## config.mk

```make
export PLATFORM = sky130hd
export DESIGN_NAME = pipeline_hazard_ctrl
export DESIGN_NICKNAME = d
export VERILOG_FILES = /design/src/rtl/pipeline_ctrl_pkg.sv /design/src/rtl/pipeline_hazard_ctrl_sat_counter.sv /design/src/rtl/pipeline_hazard_ctrl.sv
export SDC_FILE = /design/constraint.sdc
export NUM_CORES = 1
export LEC_CHECK = 0
export ABC_CLOCK_PERIOD_IN_PS = 7800
export CAP_MARGIN = 20
export CORE_MARGIN = 3
export CORE_UTILIZATION = 53
export DETAILED_ROUTE_END_ITERATION = 12
export PLACE_DENSITY = 0.85
export SYNTH_ARGS = -nofsm -noshare
export SYNTH_HDL_FRONTEND = slang
export SYNTH_SLANG_ARGS = --single-unit
```

## constraint.sdc

```tcl
create_clock -name clk -period 7.8 [get_ports clk]
set_clock_uncertainty 0.1 [all_clocks]
set_input_delay 2.34 -clock clk [delete_from_list [all_inputs] [get_ports clk]]
set_output_delay 2.34 -clock clk [all_outputs]
set_load 0.005 [all_outputs]
```

## src/rtl/pipeline_ctrl_pkg.sv

```systemverilog
// Shared types and constants for the pipeline hazard controller:
// FSM state encoding, counter widths, memory-busy timeout limit and the load-use test.
package pipeline_ctrl_pkg;

    typedef enum logic [1:0] {
        ST_RUN      = 2'd0,
        ST_MEM_WAIT = 2'd1,
        ST_REDIRECT = 2'd2
    } hz_state_t;

    localparam int EVT_CNT_W  = 16;
    localparam int BUSY_CNT_W = 8;
    localparam logic [BUSY_CNT_W-1:0] TIMEOUT_LIMIT = 8'd255;

    // Register $zero never carries a real dependency, so it cannot cause a stall.
    function automatic logic load_use_hit(
        input logic       mem_read,
        input logic [4:0] rt_ex,
        input logic [4:0] rs_id,
        input logic [4:0] rt_id
    );
        return mem_read && (rt_ex != 5'd0) && ((rt_ex == rs_id) || (rt_ex == rt_id));
    endfunction

endpackage

```

## src/rtl/pipeline_hazard_ctrl_sat_counter.sv

```systemverilog
// Saturating up-counter: sticks at all-ones instead of wrapping.
// A synchronous clear takes priority over an increment in the same cycle.
module sat_counter #(
    parameter int WIDTH = 8
) (
    input  logic             clk,
    input  logic             rst,
    input  logic             inc,
    input  logic             clear,
    output logic [WIDTH-1:0] count
);

    logic [WIDTH-1:0] count_reg;
    logic [WIDTH-1:0] count_next;

    always_comb begin
        count_next = count_reg;
        if (clear) begin
            count_next = '0;
        end else if (inc && (count_reg != {WIDTH{1'b1}})) begin
            count_next = count_reg + WIDTH'(1);
        end
    end

    always_ff @(posedge clk or posedge rst) begin
        if (rst) begin
            count_reg <= '0;
        end else begin
            count_reg <= count_next;
        end
    end

    assign count = count_reg;

endmodule

```

## src/rtl/pipeline_hazard_ctrl.sv

```systemverilog
// Hazard controller for a 5-stage pipeline: memory freeze, branch/jump redirect
// flushes and load-use stalls, with event counters and a sticky memory-timeout flag.
module pipeline_hazard_ctrl
    import pipeline_ctrl_pkg::*;
(
    input  logic         clk,
    input  logic         reset,
    input  logic [25:21] addressRegisterRsId,
    input  logic [20:16] addressRegisterRtId,
    input  logic [20:16] addressRegisterRtEx,
    input  logic         memReadEx,
    input  logic         branchTakenEx,
    input  logic         jumpEx,
    input  logic         memBusy,
    output logic         pcWrite,
    output logic         ifIdWrite,
    output logic         ifIdFlush,
    output logic         idExFlush,
    output logic         pipeHold,
    output logic [15:0]  stallCount,
    output logic [15:0]  flushCount,
    output logic         memTimeout
);

    hz_state_t state_reg;
    hz_state_t state_next;

    logic                  load_use;
    logic                  redirect;
    logic                  stall_inc;
    logic                  flush_inc;
    logic [BUSY_CNT_W-1:0] busy_count;
    logic                  mem_timeout_reg;

    assign load_use = load_use_hit(memReadEx, addressRegisterRtEx,
                                   addressRegisterRsId, addressRegisterRtId);
    assign redirect = branchTakenEx | jumpEx;

    always_comb begin
        pcWrite    = 1'b1;
        ifIdWrite  = 1'b1;
        ifIdFlush  = 1'b0;
        idExFlush  = 1'b0;
        pipeHold   = 1'b0;
        stall_inc  = 1'b0;
        flush_inc  = 1'b0;
        state_next = ST_RUN;

        if (reset) begin
            // Keep the front end squashed while reset is held.
            pcWrite   = 1'b0;
            ifIdWrite = 1'b0;
            ifIdFlush = 1'b1;
            idExFlush = 1'b1;
        end else if (memBusy) begin
            pcWrite    = 1'b0;
            ifIdWrite  = 1'b0;
            pipeHold   = 1'b1;
            state_next = ST_MEM_WAIT;
        end else if (state_reg != ST_REDIRECT) begin
            // RUN, or MEM_WAIT just released: both resolve hazards normally this cycle.
            if (redirect) begin
                ifIdFlush  = 1'b1;
                idExFlush  = 1'b1;
                flush_inc  = 1'b1;
                state_next = ST_REDIRECT;
            end else if (load_use) begin
                pcWrite   = 1'b0;
                ifIdWrite = 1'b0;
                idExFlush = 1'b1;
                stall_inc = 1'b1;
            end
        end
    end

    always_ff @(posedge clk or posedge reset) begin
        if (reset) begin
            state_reg <= ST_RUN;
        end else begin
            state_reg <= state_next;
        end
    end

    sat_counter #(.WIDTH(EVT_CNT_W)) u_stall_cnt (
        .clk   (clk),
        .rst   (reset),
        .inc   (stall_inc),
        .clear (1'b0),
        .count (stallCount)
    );

    sat_counter #(.WIDTH(EVT_CNT_W)) u_flush_cnt (
        .clk   (clk),
        .rst   (reset),
        .inc   (flush_inc),
        .clear (1'b0),
        .count (flushCount)
    );

    // Every busy cycle of a freeze episode counts, including the one that enters MEM_WAIT.
    sat_counter #(.WIDTH(BUSY_CNT_W)) u_busy_cnt (
        .clk   (clk),
        .rst   (reset),
        .inc   (memBusy),
        .clear (~memBusy),
        .count (busy_count)
    );

    always_ff @(posedge clk or posedge reset) begin
        if (reset) begin
            mem_timeout_reg <= 1'b0;
        end else if (memBusy && (busy_count >= TIMEOUT_LIMIT - 8'd1)) begin
            mem_timeout_reg <= 1'b1;
        end
    end

    assign memTimeout = mem_timeout_reg;

endmodule

```

Yosys cells after proc, flatten, opt, wreduce, memory -nomap -nowiden:

Cells that the tools add are included.

* register bits: 43
* bits of input ports: 21
* output and inout port bits: 38
* word-level logic and storage cells: 52

* add/subtract/negate cells: 3
* order comparisons: 1
* equality and inequality tests: 7
* mux-type cells: 27
* bitwise gates (word level): 1
* reductions and logical operators: 8

Operators with widths (count)
* $add A16 B1 Y16 const B: 2
* $ne A16 B16 Y1 const B: 2
* $mux W1: 21
* $mux W8: 2
* $eq A5 B5 Y1: 2
* $add A8 B1 Y8 const B: 1
* $ge A8 B8 Y1 const B: 1
* $mux W2: 4
* $ne A8 B8 Y1 const B: 1
* $logic_and A1 B1 Y1: 6
* $reduce_bool A5 Y1: 1
* $ne A2 B1 Y1 const B: 1
* $ne A2 B2 Y1 const B: 1
* $logic_or A1 B1 Y1: 1
* $or A1 B1 Y1: 1

Longest topological paths before layout:

* depth in word-level cells: 9
* mapped depth: 7
* depth with buffers taken out: 6

Cells and area by module:

A second synthesis with hierarchy kept.

* cell total of the unflattened synthesis: 290
* area, all modules: 2693.8 um2

Modules (own cells, without submodules)
* sat_counter (u_flush_cnt ...): instances 2, cells each 101, area each 932.1 um2, seq. area each 400.4 um2
* sat_counter (u_busy_cnt): instances 1, cells each 49, area each 504.2 um2, seq. area each 200.2 um2
* pipeline_hazard_ctrl: instances 1, cells each 39, area each 325.3 um2, seq. area each 75.1 um2

Worst setup path after synthesis:

No wires, ideal clock.

* kind: input to output
* start point: in reset
* end point: out idExFlush
* data arrival time: 3820 ps
* path slack: 1540 ps
* stages: 3
* path buffers: 0
* cells stage by stage: inv_1 > o31ai_1 > a31o_2

* longest elaborated chain between the ends: 1

Ends and longest elaborated chain
* start: declaration: line pipeline_hazard_ctrl.sv:7 `input logic reset,`
* $mux W1: line pipeline_hazard_ctrl.sv:49 `if (reset) begin`
* end: declaration: line pipeline_hazard_ctrl.sv:18 `output logic idExFlush,`

Every way passes these cells.

Worst setup path after layout:

* start point: in addressRegisterRtEx[17] (netlist bit)
* end point: out pcWrite

* longest elaborated chain between the ends: 8
* elaborated cells between the ends (all ways): 11

Ends and longest elaborated chain
* start: declaration: line pipeline_hazard_ctrl.sv:10 `input logic [20:16] addressRegisterRtEx,`
* $eq A5 B5 Y1 or $reduce_bool A5 Y1 (tied branches): line pipeline_ctrl_pkg.sv:22 `return mem_read && (rt_ex != 5'd0) && ((rt_ex == rs_id) || (rt_ex == rt_id));`
* $logic_or A1 B1 Y1 or $logic_and A1 B1 Y1 (tied branches): line pipeline_ctrl_pkg.sv:22
* $logic_and A1 B1 Y1 *: line pipeline_ctrl_pkg.sv:22
* $mux W1 *: line pipeline_hazard_ctrl.sv:67 `end else if (load_use) begin`
* $mux W1 *: line pipeline_hazard_ctrl.sv:62 `if (redirect) begin`
* $mux W1 *: line pipeline_hazard_ctrl.sv:60 `end else if (state_reg != ST_REDIRECT) begin`
* $mux W1 *: line pipeline_hazard_ctrl.sv:55 `end else if (memBusy) begin`
* $mux W1 *: line pipeline_hazard_ctrl.sv:49
* end: declaration: line pipeline_hazard_ctrl.sv:15 `output logic pcWrite,`

Mark *: on every way between the ends. The rest lies on a longest branch, timed or not.

==> qor.yml <==
outcome: "completed"
worst_r2r_path_depth: 6
die-height_um: 72.1
drc_errors: 0
synthesis.area_per_instance_um2: 10.5
nets: 309
worst-endpoint-required_ns: 5.36
timing.critical_path.depth: 5
p_per_area_mw_per_mm2: 169
postRouteWirelength_um: 5320
dp_hpwl_um: 3820
layout.cells.most_common: "sky130_fd_sc_hd__clkdlybuf4s50_1"
ys_warn_count: 0
postSynth.topFlopCell: "sky130_fd_sc_hd__dfrtp_1"
grt_start_max_net_pins: 45
clk_root_buffer_cell: "sky130_fd_sc_hd__clkbuf_8"
fp_rows: 23
core_area_mm2: 0.00412
layout_worst_path_cycle_share_pct: 90.5
num_io_pins: 59
end_of_the_critical_path: "pcWrite"
routed_via_density: 5.84
synth-edff-count: 0
antennaDiodeCount: 0
cp_data_arrival_time_ns: 4.62
tightest_slew_ns: 0.925
path_clk_slew_ns: 0.07
final-setup-viol-count: 0
postCtsHoldBufs: 0
finalCriticalPeriod_ns: 7.06
h-tree-depth: 2
cp.buffers_inverters: 2
worst-setup-path-type: "input port to primary output"
clock_sinks: 43
wire_length_of_the_first_global_routing_pass_um: 9030
detailroute.via_count: 1957
mostFrequentLayoutCells: "sky130_fd_sc_hd__clkdlybuf4s50_1, sky130_fd_sc_hd__dfrtp_1, sky130_fd_sc_hd__xnor2_1"
drt_first_pass_iters: 4
critPathTopFamily: "buffers and inverters"
floorplan.die_area_mm2: 0.00519
worstPathMaxFanout: 12
yosysSeqAreaShare_pct: 46.5
post_cts_setup_inserts: 0
timing.critical_path.to_type: "primary output"
crit_chain: "clkdlybuf4s50_1 -> or4_1 -> o211a_1 -> a31oi_1 -> clkdlybuf4s50_1"
grt_overflow_total: 0
timing_hold_violations_final: 0
port_buffers: 58
crit-reg2reg-capture: "u_stall_cnt.count[1]"
max-slew-margin-rel_pct: 38.1
setup-tns-final_ns: 0
cp-startpoint: "addressRegisterRtEx[17]"
mappedNetlistNets: 246
gpl.final_weighted_congestion: 0.813
grt_antenna_before_repair: 0
clk_latency_ns: 0.30
first_global_vias: 1897
area_growth_pct: 31.8
yosysUniqueCellTypes: 44
timing.rr.start: "u_stall_cnt.count[0]"
p_leak_uw: 0.00126
netlist_area_mm2: 0.00231
fmax_ghz: 0.142
gr-usage-all-layers_pct: 21.8
die_width_um: 72.1
maximum_count_of_clock_buffers_along_a_single_path: 2
synthesis.instances: 221
worst_ir_drop_vdd_uv: 117
crit_path_max_incr_delay_ns: 0.59
maxCapViolCount: 0
start_util_pct: 56.2
synth-seq-cells: 43
path_common_cell: "sky130_fd_sc_hd__clkdlybuf4s50_1"
grt_setup_unrepaired: "no"
cts_inserted_buffers: 5
worstSetupStartpointType: "input port"
ff2ff_setup_slack_ns: 5.38
hold_class: "flop to flop"
final_report_max_slew_violation_count: 0
post_drt_wl_per_cell_um: 15.9
tritoncts: "yes"
async_reset_ff_share_pct: 100
critical-path-slowest-cell: "sky130_fd_sc_hd__or4_1"
antenna_left: 0
post_route_cells_drive_above_1_share_pct: 8.07
utilization_pct: 74.1
postCtsResizedCells: 0
drt-initial-drc-count: 185
==> worst min path at each step <==
| stage | start | to | depth (start not counted) |
|---|---|---|---|
| 5_1_grt | memTimeout | memTimeout | 1 |
| 6_report | memTimeout | memTimeout | 1 |
| 3_5_place_dp | memTimeout | memTimeout | 1 |
| 2_1_floorplan | u_busy_cnt.count[4] | u_busy_cnt.count[4] | 1 |
| 3_3_place_gp | memTimeout | memTimeout | 1 |
| 4_1_cts | memTimeout | memTimeout | 1 |
==> final cells by class <==
type                            instances  area, um^2
Multi-Input combinational cell        168        1190
Timing Repair Buffer                   60         596
Clock buffer                            8         100
Fill cell                             292        1070
Sequential cell                        43        1080
Tap cell                               50        62.6
Inverter                                6        22.5
==> stage by stage <==
| stage | instance area [um^2] | std cells | setup slack, ns | hold WS (ns) | power (uW) |
|---|---|---|---|---|---|
| global route | 3050 | 335 | 0.656 | 0.424 | 542 |
| global placement | 2950 | 327 | 0.807 | 0.367 | 365 |
| finish | 3050 | 335 | 0.743 | 0.387 | 517 |
| CTS | 3050 | 335 | 0.741 | 0.390 | 520 |
| detailed placement | 2950 | 327 | 0.745 | 0.361 | 368 |
| floorplan | 2310 | 221 | 1.54 | 0.357 | 309 |
==> where the power goes <==
| part | internal [uW] | switching, uW |
|---|---|---|
| sequential | 240 | 22.5 |
| clock | 80.8 | 71.9 |
| combinational | 59.2 | 42.1 |
| total | 380 | 136 |
==> per-layer routing <==
layer / global-route usage [%] / part of all wire (%) / vias to the layer above
li1: - / - / 940
met2: 35.2 / 48 / 55
met3: 5.68 / 5.1 / 7
met1: 28.6 / 46 / 955
met5: 0 / 0 / -
met4: 7.72 / 1.2 / 0
==> cells in the mapped netlist (all sizes together) (5+ instances only) <==
cell type | count | area, um^2
dfrtp | 43 | 1080
xnor2 | 32 | 280
nand3 | 21 | 110
nor2 | 14 | 52.6
nand4 | 13 | 81.3
nand2 | 12 | 45.0
and3 | 9 | 56.3
xor2 | 8 | 70.1
nor3 | 7 | 45.0
inv | 6 | 22.5
a31oi | 5 | 31.3
and4 | 5 | 43.8
==> logic make-up (layout without fill, tap and decap cells) <==
kind of cell / Yosys count / in the layout / synth area share [%]
adder cells (fa/ha/maj): 4 / 4 / 2.16
buffers and inverters: 10 / 74 / 1.95
AND/OR/NAND/NOR: 95 / 95 / 23.9
AO/OA/AOI/OAI: 27 / 27 / 9.36
multiplexers: 2 / 2 / 0.974
XOR/XNOR: 40 / 40 / 15.2
flip-flops: 43 / 43 / 46.5
Power figures use the tool's default switching activity.
